===== config.mk =====
export PLATFORM = sky130hd
export DESIGN_NAME = lsu_mem_initiator_flat
export DESIGN_NICKNAME = d
export VERILOG_FILES = /design/src/rtl/lsu_mem_initiator_pkg.sv /design/src/rtl/lsu_mem_initiator_if.sv /design/src/rtl/lsu_mem_initiator_load_extract.sv /design/src/rtl/lsu_mem_initiator.sv /design/src/flat_wrapper.sv
export SDC_FILE = /design/constraint.sdc
export NUM_CORES = 1
export LEC_CHECK = 0
export BUFFER_PORTS_ARGS = -buffer_cell sky130_fd_sc_hd__buf_2
export CORE_MARGIN = 2
export CORE_UTILIZATION = 40
export CTS_CLUSTER_DIAMETER = 40
export DETAILED_ROUTE_END_ITERATION = 16
export GPL_TIMING_DRIVEN = 0
export HOLD_SLACK_MARGIN = 0.05
export SLEW_MARGIN = 10
export SYNTH_ARGS = -nofsm -noshare
export SYNTH_HDL_FRONTEND = slang
export SYNTH_SLANG_ARGS = --single-unit

===== constraint.sdc =====
create_clock -name clk -period 2.2 [get_ports clk]
set_input_delay 0.44 -clock clk [delete_from_list [all_inputs] [get_ports clk]]
set_output_delay 0.44 -clock clk [all_outputs]
set_load 0.01 [all_outputs]

===== src/rtl/lsu_mem_initiator_pkg.sv =====
// Shared types, funct3 codes and lane helpers for the load/store initiator.
// Lane placement is done on a 64-bit window so a misaligned access splits into two word beats.
package lsu_pkg;

    localparam int DATA_W = 32;

    localparam logic [2:0] F3_LB  = 3'b000;
    localparam logic [2:0] F3_LH  = 3'b001;
    localparam logic [2:0] F3_LW  = 3'b010;
    localparam logic [2:0] F3_LBU = 3'b100;
    localparam logic [2:0] F3_LHU = 3'b101;
    localparam logic [2:0] F3_SB  = 3'b000;
    localparam logic [2:0] F3_SH  = 3'b001;
    localparam logic [2:0] F3_SW  = 3'b010;

    typedef enum logic [1:0] {IDLE, ISSUE, WAIT, DONE} state_t;
    typedef enum logic [1:0] {SZ_B, SZ_H, SZ_W} size_t;

    function automatic size_t size_of(input logic [1:0] f3_lo);
        case (f3_lo)
            2'b00:   return SZ_B;
            2'b01:   return SZ_H;
            default: return SZ_W;
        endcase
    endfunction

    function automatic logic is_illegal(input logic we, input logic [2:0] f3);
        if (we) return !(f3 == F3_SB || f3 == F3_SH || f3 == F3_SW);
        return (f3 == 3'b011 || f3 == 3'b110 || f3 == 3'b111);
    endfunction

    function automatic logic is_split(input size_t sz, input logic [1:0] off);
        return (sz == SZ_H && off == 2'd3) || (sz == SZ_W && off != 2'd0);
    endfunction

    function automatic logic [3:0] lane_be(input size_t sz, input logic [1:0] off,
                                           input logic beat);
        logic [7:0] mask8;
        case (sz)
            SZ_B:    mask8 = 8'h01;
            SZ_H:    mask8 = 8'h03;
            default: mask8 = 8'h0F;
        endcase
        mask8 = mask8 << off;
        return beat ? mask8[7:4] : mask8[3:0];
    endfunction

    function automatic logic [DATA_W-1:0] lane_wdata(input logic [DATA_W-1:0] wdata,
                                                     input logic [1:0] off,
                                                     input logic beat);
        logic [2*DATA_W-1:0] wd64;
        wd64 = {{DATA_W{1'b0}}, wdata} << {off, 3'b000};
        return beat ? wd64[2*DATA_W-1:DATA_W] : wd64[DATA_W-1:0];
    endfunction

endpackage


===== src/rtl/lsu_mem_initiator_if.sv =====
// Request/response bus from the MEM stage and the word-organised data memory bus.
// Request handshake: a request transfers on a rising edge where req_valid and req_ready are both 1.
interface lsu_req_if #(parameter int DM_ADDRESS = 9);
    import lsu_pkg::*;
    logic                  req_valid;
    logic                  req_ready;
    logic                  req_we;
    logic [2:0]            req_funct3;
    logic [DM_ADDRESS-1:0] req_addr;
    logic [DATA_W-1:0]     req_wdata;
    logic                  rsp_valid;
    logic [DATA_W-1:0]     rsp_rdata;
    logic                  rsp_err;

    modport master (
        output req_valid, req_we, req_funct3, req_addr, req_wdata,
        input  req_ready, rsp_valid, rsp_rdata, rsp_err
    );
    modport slave (
        input  req_valid, req_we, req_funct3, req_addr, req_wdata,
        output req_ready, rsp_valid, rsp_rdata, rsp_err
    );
endinterface

// Memory beats are always accepted; read data returns on mem_rvalid one or more cycles later.
interface lsu_mem_if #(parameter int DM_ADDRESS = 9);
    import lsu_pkg::*;
    logic                  mem_req;
    logic                  mem_we;
    logic [DM_ADDRESS-3:0] mem_addr;
    logic [3:0]            mem_be;
    logic [DATA_W-1:0]     mem_wdata;
    logic                  mem_rvalid;
    logic [DATA_W-1:0]     mem_rdata;

    modport master (
        output mem_req, mem_we, mem_addr, mem_be, mem_wdata,
        input  mem_rvalid, mem_rdata
    );
    modport slave (
        input  mem_req, mem_we, mem_addr, mem_be, mem_wdata,
        output mem_rvalid, mem_rdata
    );
endinterface


===== src/rtl/lsu_mem_initiator_load_extract.sv =====
// Combinational load result: selects the addressed bytes from the two captured words and extends them.
module lsu_load_extract
    import lsu_pkg::*;
(
    input  logic [DATA_W-1:0] buf0,
    input  logic [DATA_W-1:0] buf1,
    input  logic [1:0]        off,
    input  logic [2:0]        funct3,
    output logic [DATA_W-1:0] rdata
);

    logic [DATA_W-1:0] win;
    logic [7:0]        unused_buf1_top;

    // The top byte of the second word can never fall inside a 4-byte window.
    assign unused_buf1_top = buf1[31:24];

    always_comb begin
        win = buf0;
        case (off)
            2'd0:    win = buf0;
            2'd1:    win = {buf1[7:0],  buf0[31:8]};
            2'd2:    win = {buf1[15:0], buf0[31:16]};
            default: win = {buf1[23:0], buf0[31:24]};
        endcase
    end

    always_comb begin
        rdata = '0;
        case (funct3)
            F3_LB:   rdata = {{24{win[7]}}, win[7:0]};
            F3_LH:   rdata = {{16{win[15]}}, win[15:0]};
            F3_LW:   rdata = win;
            F3_LBU:  rdata = {24'b0, win[7:0]};
            F3_LHU:  rdata = {16'b0, win[15:0]};
            default: rdata = '0;
        endcase
    end

endmodule


===== src/rtl/lsu_mem_initiator.sv =====
// Load/store initiator: one request at a time, split into at most two word beats, one-cycle response.
// Every output is a flop loaded with the value it must show while the FSM is in its next state.
module lsu_mem_initiator
    import lsu_pkg::*;
#(
    parameter int DM_ADDRESS = 9
) (
    input  logic      clk,
    input  logic      reset,
    lsu_req_if.slave  req,
    lsu_mem_if.master mem,
    output state_t    dbg_state
);

    localparam int MA_W = DM_ADDRESS - 2;

    state_t                state_q, state_d;
    logic                  beat_q, beat_d;
    logic                  we_q, we_d;
    logic [2:0]            f3_q, f3_d;
    logic [DM_ADDRESS-1:0] addr_q, addr_d;
    logic [DATA_W-1:0]     wdata_q, wdata_d;
    logic                  split_q, split_d;
    logic [DATA_W-1:0]     buf0_q, buf0_d;
    logic [DATA_W-1:0]     buf1_q, buf1_d;

    logic                  req_ready_q, req_ready_d;
    logic                  rsp_valid_q, rsp_valid_d;
    logic [DATA_W-1:0]     rsp_rdata_q, rsp_rdata_d;
    logic                  rsp_err_q, rsp_err_d;
    logic                  mem_req_q, mem_req_d;
    logic                  mem_we_q, mem_we_d;
    logic [MA_W-1:0]       mem_addr_q, mem_addr_d;
    logic [3:0]            mem_be_q, mem_be_d;
    logic [DATA_W-1:0]     mem_wdata_q, mem_wdata_d;

    logic [1:0]            req_off;
    size_t                 req_size;
    logic [1:0]            off_q;
    size_t                 size_q;
    logic [DATA_W-1:0]     ext_rdata;

    assign req_off  = req.req_addr[1:0];
    assign req_size = size_of(req.req_funct3[1:0]);
    assign off_q    = addr_q[1:0];
    assign size_q   = size_of(f3_q[1:0]);

    // Capture the returning word into the slot of the beat that requested it.
    always_comb begin
        buf0_d = buf0_q;
        buf1_d = buf1_q;
        if (state_q == WAIT && mem.mem_rvalid) begin
            if (beat_q) buf1_d = mem.mem_rdata;
            else        buf0_d = mem.mem_rdata;
        end
    end

    // Fed from the next-cycle buffers so the final beat's data reaches the response flop directly.
    lsu_load_extract u_extract (
        .buf0   (buf0_d),
        .buf1   (buf1_d),
        .off    (off_q),
        .funct3 (f3_q),
        .rdata  (ext_rdata)
    );

    always_comb begin
        state_d     = state_q;
        beat_d      = beat_q;
        we_d        = we_q;
        f3_d        = f3_q;
        addr_d      = addr_q;
        wdata_d     = wdata_q;
        split_d     = split_q;
        rsp_valid_d = 1'b0;
        rsp_rdata_d = '0;
        rsp_err_d   = 1'b0;
        mem_req_d   = 1'b0;
        mem_we_d    = 1'b0;
        mem_addr_d  = mem_addr_q;
        mem_be_d    = '0;
        mem_wdata_d = '0;

        case (state_q)
            IDLE: begin
                if (req.req_valid && req_ready_q) begin
                    we_d    = req.req_we;
                    f3_d    = req.req_funct3;
                    addr_d  = req.req_addr;
                    wdata_d = req.req_wdata;
                    split_d = is_split(req_size, req_off);
                    beat_d  = 1'b0;
                    if (is_illegal(req.req_we, req.req_funct3)) begin
                        state_d     = DONE;
                        rsp_valid_d = 1'b1;
                        rsp_err_d   = 1'b1;
                    end else begin
                        state_d     = ISSUE;
                        mem_req_d   = 1'b1;
                        mem_we_d    = req.req_we;
                        mem_addr_d  = req.req_addr[DM_ADDRESS-1:2];
                        mem_be_d    = req.req_we ? lane_be(req_size, req_off, 1'b0) : 4'b0;
                        mem_wdata_d = lane_wdata(req.req_wdata, req_off, 1'b0);
                    end
                end
            end
            ISSUE: begin
                if (we_q) begin
                    if (split_q && !beat_q) begin
                        beat_d      = 1'b1;
                        mem_req_d   = 1'b1;
                        mem_we_d    = 1'b1;
                        mem_addr_d  = addr_q[DM_ADDRESS-1:2] + MA_W'(1);
                        mem_be_d    = lane_be(size_q, off_q, 1'b1);
                        mem_wdata_d = lane_wdata(wdata_q, off_q, 1'b1);
                    end else begin
                        state_d     = DONE;
                        rsp_valid_d = 1'b1;
                    end
                end else begin
                    state_d = WAIT;
                end
            end
            WAIT: begin
                if (mem.mem_rvalid) begin
                    if (split_q && !beat_q) begin
                        beat_d      = 1'b1;
                        state_d     = ISSUE;
                        mem_req_d   = 1'b1;
                        mem_addr_d  = addr_q[DM_ADDRESS-1:2] + MA_W'(1);
                        mem_wdata_d = lane_wdata(wdata_q, off_q, 1'b1);
                    end else begin
                        state_d     = DONE;
                        rsp_valid_d = 1'b1;
                        rsp_rdata_d = ext_rdata;
                    end
                end
            end
            DONE:    state_d = IDLE;
            default: state_d = IDLE;
        endcase

        req_ready_d = (state_d == IDLE);
    end

    always_ff @(posedge clk) begin
        if (reset) begin
            state_q     <= IDLE;
            beat_q      <= 1'b0;
            we_q        <= 1'b0;
            f3_q        <= '0;
            addr_q      <= '0;
            wdata_q     <= '0;
            split_q     <= 1'b0;
            buf0_q      <= '0;
            buf1_q      <= '0;
            req_ready_q <= 1'b1;
            rsp_valid_q <= 1'b0;
            rsp_rdata_q <= '0;
            rsp_err_q   <= 1'b0;
            mem_req_q   <= 1'b0;
            mem_we_q    <= 1'b0;
            mem_addr_q  <= '0;
            mem_be_q    <= '0;
            mem_wdata_q <= '0;
        end else begin
            state_q     <= state_d;
            beat_q      <= beat_d;
            we_q        <= we_d;
            f3_q        <= f3_d;
            addr_q      <= addr_d;
            wdata_q     <= wdata_d;
            split_q     <= split_d;
            buf0_q      <= buf0_d;
            buf1_q      <= buf1_d;
            req_ready_q <= req_ready_d;
            rsp_valid_q <= rsp_valid_d;
            rsp_rdata_q <= rsp_rdata_d;
            rsp_err_q   <= rsp_err_d;
            mem_req_q   <= mem_req_d;
            mem_we_q    <= mem_we_d;
            mem_addr_q  <= mem_addr_d;
            mem_be_q    <= mem_be_d;
            mem_wdata_q <= mem_wdata_d;
        end
    end

    assign req.req_ready = req_ready_q;
    assign req.rsp_valid = rsp_valid_q;
    assign req.rsp_rdata = rsp_rdata_q;
    assign req.rsp_err   = rsp_err_q;
    assign mem.mem_req   = mem_req_q;
    assign mem.mem_we    = mem_we_q;
    assign mem.mem_addr  = mem_addr_q;
    assign mem.mem_be    = mem_be_q;
    assign mem.mem_wdata = mem_wdata_q;
    assign dbg_state     = state_q;

endmodule


===== src/flat_wrapper.sv =====
// flat-port wrapper written by rule: the top's interface ports become plain ports
module lsu_mem_initiator_flat import lsu_pkg::*;
#(
    parameter int DM_ADDRESS = 9
)
  (clk, reset, dbg_state, req_req_valid, req_req_we, req_req_funct3, req_req_addr, req_req_wdata, req_req_ready, req_rsp_valid, req_rsp_rdata, req_rsp_err, mem_mem_req, mem_mem_we, mem_mem_addr, mem_mem_be, mem_mem_wdata, mem_mem_rvalid, mem_mem_rdata);
  lsu_req_if #(.DM_ADDRESS(DM_ADDRESS)) req_i ();
  lsu_mem_if #(.DM_ADDRESS(DM_ADDRESS)) mem_i ();
  input  logic clk;
  input  logic reset;
  output state_t dbg_state;
  input wire logic [$bits(req_i.req_valid)-1:0] req_req_valid;
  input wire logic [$bits(req_i.req_we)-1:0] req_req_we;
  input wire logic [$bits(req_i.req_funct3)-1:0] req_req_funct3;
  input wire logic [$bits(req_i.req_addr)-1:0] req_req_addr;
  input wire logic [$bits(req_i.req_wdata)-1:0] req_req_wdata;
  output wire logic [$bits(req_i.req_ready)-1:0] req_req_ready;
  output wire logic [$bits(req_i.rsp_valid)-1:0] req_rsp_valid;
  output wire logic [$bits(req_i.rsp_rdata)-1:0] req_rsp_rdata;
  output wire logic [$bits(req_i.rsp_err)-1:0] req_rsp_err;
  output wire logic [$bits(mem_i.mem_req)-1:0] mem_mem_req;
  output wire logic [$bits(mem_i.mem_we)-1:0] mem_mem_we;
  output wire logic [$bits(mem_i.mem_addr)-1:0] mem_mem_addr;
  output wire logic [$bits(mem_i.mem_be)-1:0] mem_mem_be;
  output wire logic [$bits(mem_i.mem_wdata)-1:0] mem_mem_wdata;
  input wire logic [$bits(mem_i.mem_rvalid)-1:0] mem_mem_rvalid;
  input wire logic [$bits(mem_i.mem_rdata)-1:0] mem_mem_rdata;
  assign req_i.req_valid = req_req_valid;
  assign req_i.req_we = req_req_we;
  assign req_i.req_funct3 = req_req_funct3;
  assign req_i.req_addr = req_req_addr;
  assign req_i.req_wdata = req_req_wdata;
  assign req_req_ready = req_i.req_ready;
  assign req_rsp_valid = req_i.rsp_valid;
  assign req_rsp_rdata = req_i.rsp_rdata;
  assign req_rsp_err = req_i.rsp_err;
  assign mem_mem_req = mem_i.mem_req;
  assign mem_mem_we = mem_i.mem_we;
  assign mem_mem_addr = mem_i.mem_addr;
  assign mem_mem_be = mem_i.mem_be;
  assign mem_mem_wdata = mem_i.mem_wdata;
  assign mem_i.mem_rvalid = mem_mem_rvalid;
  assign mem_i.mem_rdata = mem_mem_rdata;
  lsu_mem_initiator #(.DM_ADDRESS(DM_ADDRESS)) u_core (.clk(clk), .reset(reset), .req(req_i), .mem(mem_i), .dbg_state(dbg_state));
endmodule

==> flow_summary.yaml <==
drt:
  drc: 0
  drt_first_pass_iters: 5
  dr_total_vias: 7221
  viasPerCell: 5.429
  wl_per_cell_um: 19.46
  ant_nets: 0
  drt-total-wl_mm: 25.88
  first_iter_violations: 513
die:
  rows: 51
  start_util_pct: 40.43
  die_h_um: 143.8
  dieArea_sq_um: 20680
  die_w_um: 143.8
  core_area_sq_um: 19330
  pin_count: 163
sta:
  setup_ws_ns: -0.03287
  period_share_pct: 101.5
  finalHoldViolCount: 0
  drv_slew: 0
  fin_skew_ns: 0.008652
  setup-tns-final_ns: -0.09425
  hold_ws_ns: 0.2475
  timing.slew.headroom_pct: 42.55
  fmax_mhz: 447.9
  finalSetupViolCount: 10
  min_period_ns: 2.233
  rsz0062_at_grt: "true"
  worst_pin_slew_ns: 0.8618
global_route:
  grt_use_met2_pct: 40.93
  grt.met3_usage_pct: 4.898
  grt_pass1_wl_mm: 38.96
  grt_max_degree: 20
  antenna_found_initial: 2
  top_usage_layer: "met2"
  grt_pass1_vias: 6957
  grt.overflow.total: 0
  grt_usage_pct: 25.40
  gr-usage-met1_pct: 32.71
cts:
  clockRootBuffer: "clkbuf_16"
  cts_hold_buf: 0
  cts.sinks: 177
  htreeDepth: 4
  tritoncts: "yes"
  path_clk_slew_ns: 0.07
  clockBufferDepth: 2
  cts_made_buffers: 17
  clk_latency_ns: 0.44
power_and_ir_drop:
  sw_frac_of_total_pct: 34.45
  netSwitchingPower_mw: 3.296
  p_int_mw: 6.272
  powerDensity_nw_per_um2: 972.0
  total_power_mw: 9.568
  p_seq_share_pct: 39.7
  leakage_nw: 4.063
  clkPwrFrac_pct: 30.6
  peakVddDrop_v: 0.0006264
  pwr-share-comb_pct: 29.7
critical_path:
  worstPathArrival_ns: 2.52
  reg2reg_from: "u_core.dbg_state[0]"
  crit_start: "u_core.dbg_state[0]"
  crit_path_end_kind: "flip-flop"
  critPathMaxFanout: 7
  critPathLaunchType: "flip-flop"
  critPathKind: "flip-flop to flip-flop"
  cp.required_ns: 2.49
layout:
  final_area_sq_um: 9843
  antenna_cells: 0
  fin_util_pct: 50.91
  fin_cells: 1330
  drive_gt1_share_pct: 29.58
  fillers: 1860
  area_delta_synth_final_pct: 25.91
  fin_nets: 1139
logic_synthesis:
  netlist_area_sq_um: 7817
  syn_inst: 868
  netlist.area_leader.share_pct: 45.33
  synth_top_area_cell: "dfxtp_1"
  synth-seq-cells: 177
  synth_flop_cell: "dfxtp_1"
  yosysSeqAreaShare_pct: 45.33
  synthesis.nets: 954
  yosysWarnings: 0
  synth_edf_count: 0
  async_flop_share_pct: 0
  postSynthAreaPerCell_sq_um: 9.006
  synthTopCellsByArea: "dfxtp_1 45%, mux2i_1 9.5%, a21oi_1 6.5%, nand2_1 6.1%, mux2_2 4.9%"
  synth_cell_type_count: 46
placed_design:
  pre_cts_slack_ns: -0.6997
  io_buffers: 161
  gp_congestion: 0.9047
  dp_cells: 1294
  place_area_sq_um: 8964
  hpwl_mm: 18.54
hold_path:
  min_path_type: "input port to flip-flop"
  worstHoldStart: "req_req_addr[6]"
status:
  violations: "negative setup slack"
  status: "complete, but fails checks"
flow_run:
  cap_violations: 0
## synth_stat cells, types with 11 or more instances
| master | instances |
|---|---|
| a211o_1 | 15 |
| a211oi_1 | 17 |
| a21oi_1 | 101 |
| a22oi_1 | 36 |
| clkbuf_1 | 45 |
| dfxtp_1 | 177 |
| mux2_2 | 34 |
| mux2i_1 | 74 |
| nand2_1 | 127 |
| nand3_1 | 11 |
| nor2_1 | 95 |
| o21ai_0 | 15 |
## metal layers
layer | vias up | share of wire [%] | wire length [um]
met4 | 4 | 3.2 | 839
met5 | - | 0.073 | 19
met2 | 346 | 47 | 12130
li1 | 3427 | - | -
met1 | 3375 | 43 | 11130
met3 | 69 | 6.8 | 1762
## sequential cells by signal (all words and copies together) (netlist names), 4 cells and up
name	flops
u_core.wdata_q	24
u_core.addr_q	9
u_core.mem.mem_be	4
u_core.mem.mem_wdata	32
u_core.mem.mem_addr	7
u_core.buf0_q	32
u_core.buf1_q	24
u_core.req.rsp_rdata	32
## cells in the final DEF (no fill, tap or decap), types with 6 or more instances in the layout
cell type / netlist / routed
a221o_1: 8 / 7
o21ai_0: 15 / 15
nor2_1: 95 / 92
buf_4: 0 / 9
and2_1: 8 / 8
nand3_1: 11 / 10
mux2i_1: 74 / 60
a211oi_1: 17 / 16
a211o_1: 15 / 15
a21oi_2: 0 / 10
dfxtp_1: 177 / 175
a22oi_1: 36 / 36
mux2i_2: 0 / 12
clkbuf_1: 45 / 36
nor2b_1: 10 / 10
clkbuf_16: 0 / 17
nand2_1: 127 / 126
buf_2: 10 / 168
a21oi_1: 101 / 91
buf_6: 2 / 9
mux4_2: 8 / 8
mux2_2: 34 / 34
clkbuf_2: 0 / 6
## worst paths after layout
kind	end	slack, ns	depth (start not counted)
hold / removal	u_core.addr_q[6]	0.25	3
setup / recovery	u_core.req.rsp_rdata[27]	-0.03	9
setup reg to reg	u_core.req.rsp_rdata[27]	-0.03	9
hold reg to reg	u_core.mem.mem_addr[2]	0.45	2
## layout make-up
type                            count  area, sq um  area share (%)
Timing Repair Buffer              172        899.6           9.139
Buffer                             61        314.1           3.191
Multi-Input combinational cell    617         4161           42.28
Clock buffer                       20        446.7           4.538
Tap cell                          265        331.6           3.369
Inverter                            7        28.78          0.2924
Clock inverter                     11        110.1           1.119
Sequential cell                   177         3551           36.07
## power groups by stage
| stage | clock network, mW | registers [mW] | logic [mW] |
|---|---|---|---|
| 2_1_floorplan | 0 | 3.86 | 1.72 |
| 3_3_place_gp | 0 | 3.84 | 2.62 |
| 3_5_place_dp | 0 | 3.85 | 2.60 |
| 4_1_cts | 2.95 | 3.79 | 2.75 |
| 5_1_grt | 3.08 | 3.84 | 3.09 |
| 6_report | 2.93 | 3.79 | 2.84 |
## logic make-up after synthesis
kind of cell	after synthesis	synth area share (%)
buf+inv	74	3.905
compound gates	207	17.19
flops	177	45.33
mux	116	16.68
fa+ha+maj	5	0.8003
xor+xnor	7	0.7843
simple gates	282	15.32
## what timing repair did
item,in CTS,in global routing
pin swaps,4,2
endpoints found under the setup margin,75,60
gates cloned,1,0
buffers inserted,8,3
resized for setup,46,38
## worst max-delay path: stages, from the launching register on
cell and delay, ns:
dfxtp_4 0.36, inv_4 0.06, ha_4 0.13, and3b_1 0.16, buf_6 0.13, mux4_2 0.57
a221oi_4 0.31, buf_6 0.17, buf_6 0.12, a21oi_1 0.07
Note: power is estimated with default switching activity, not from simulation.
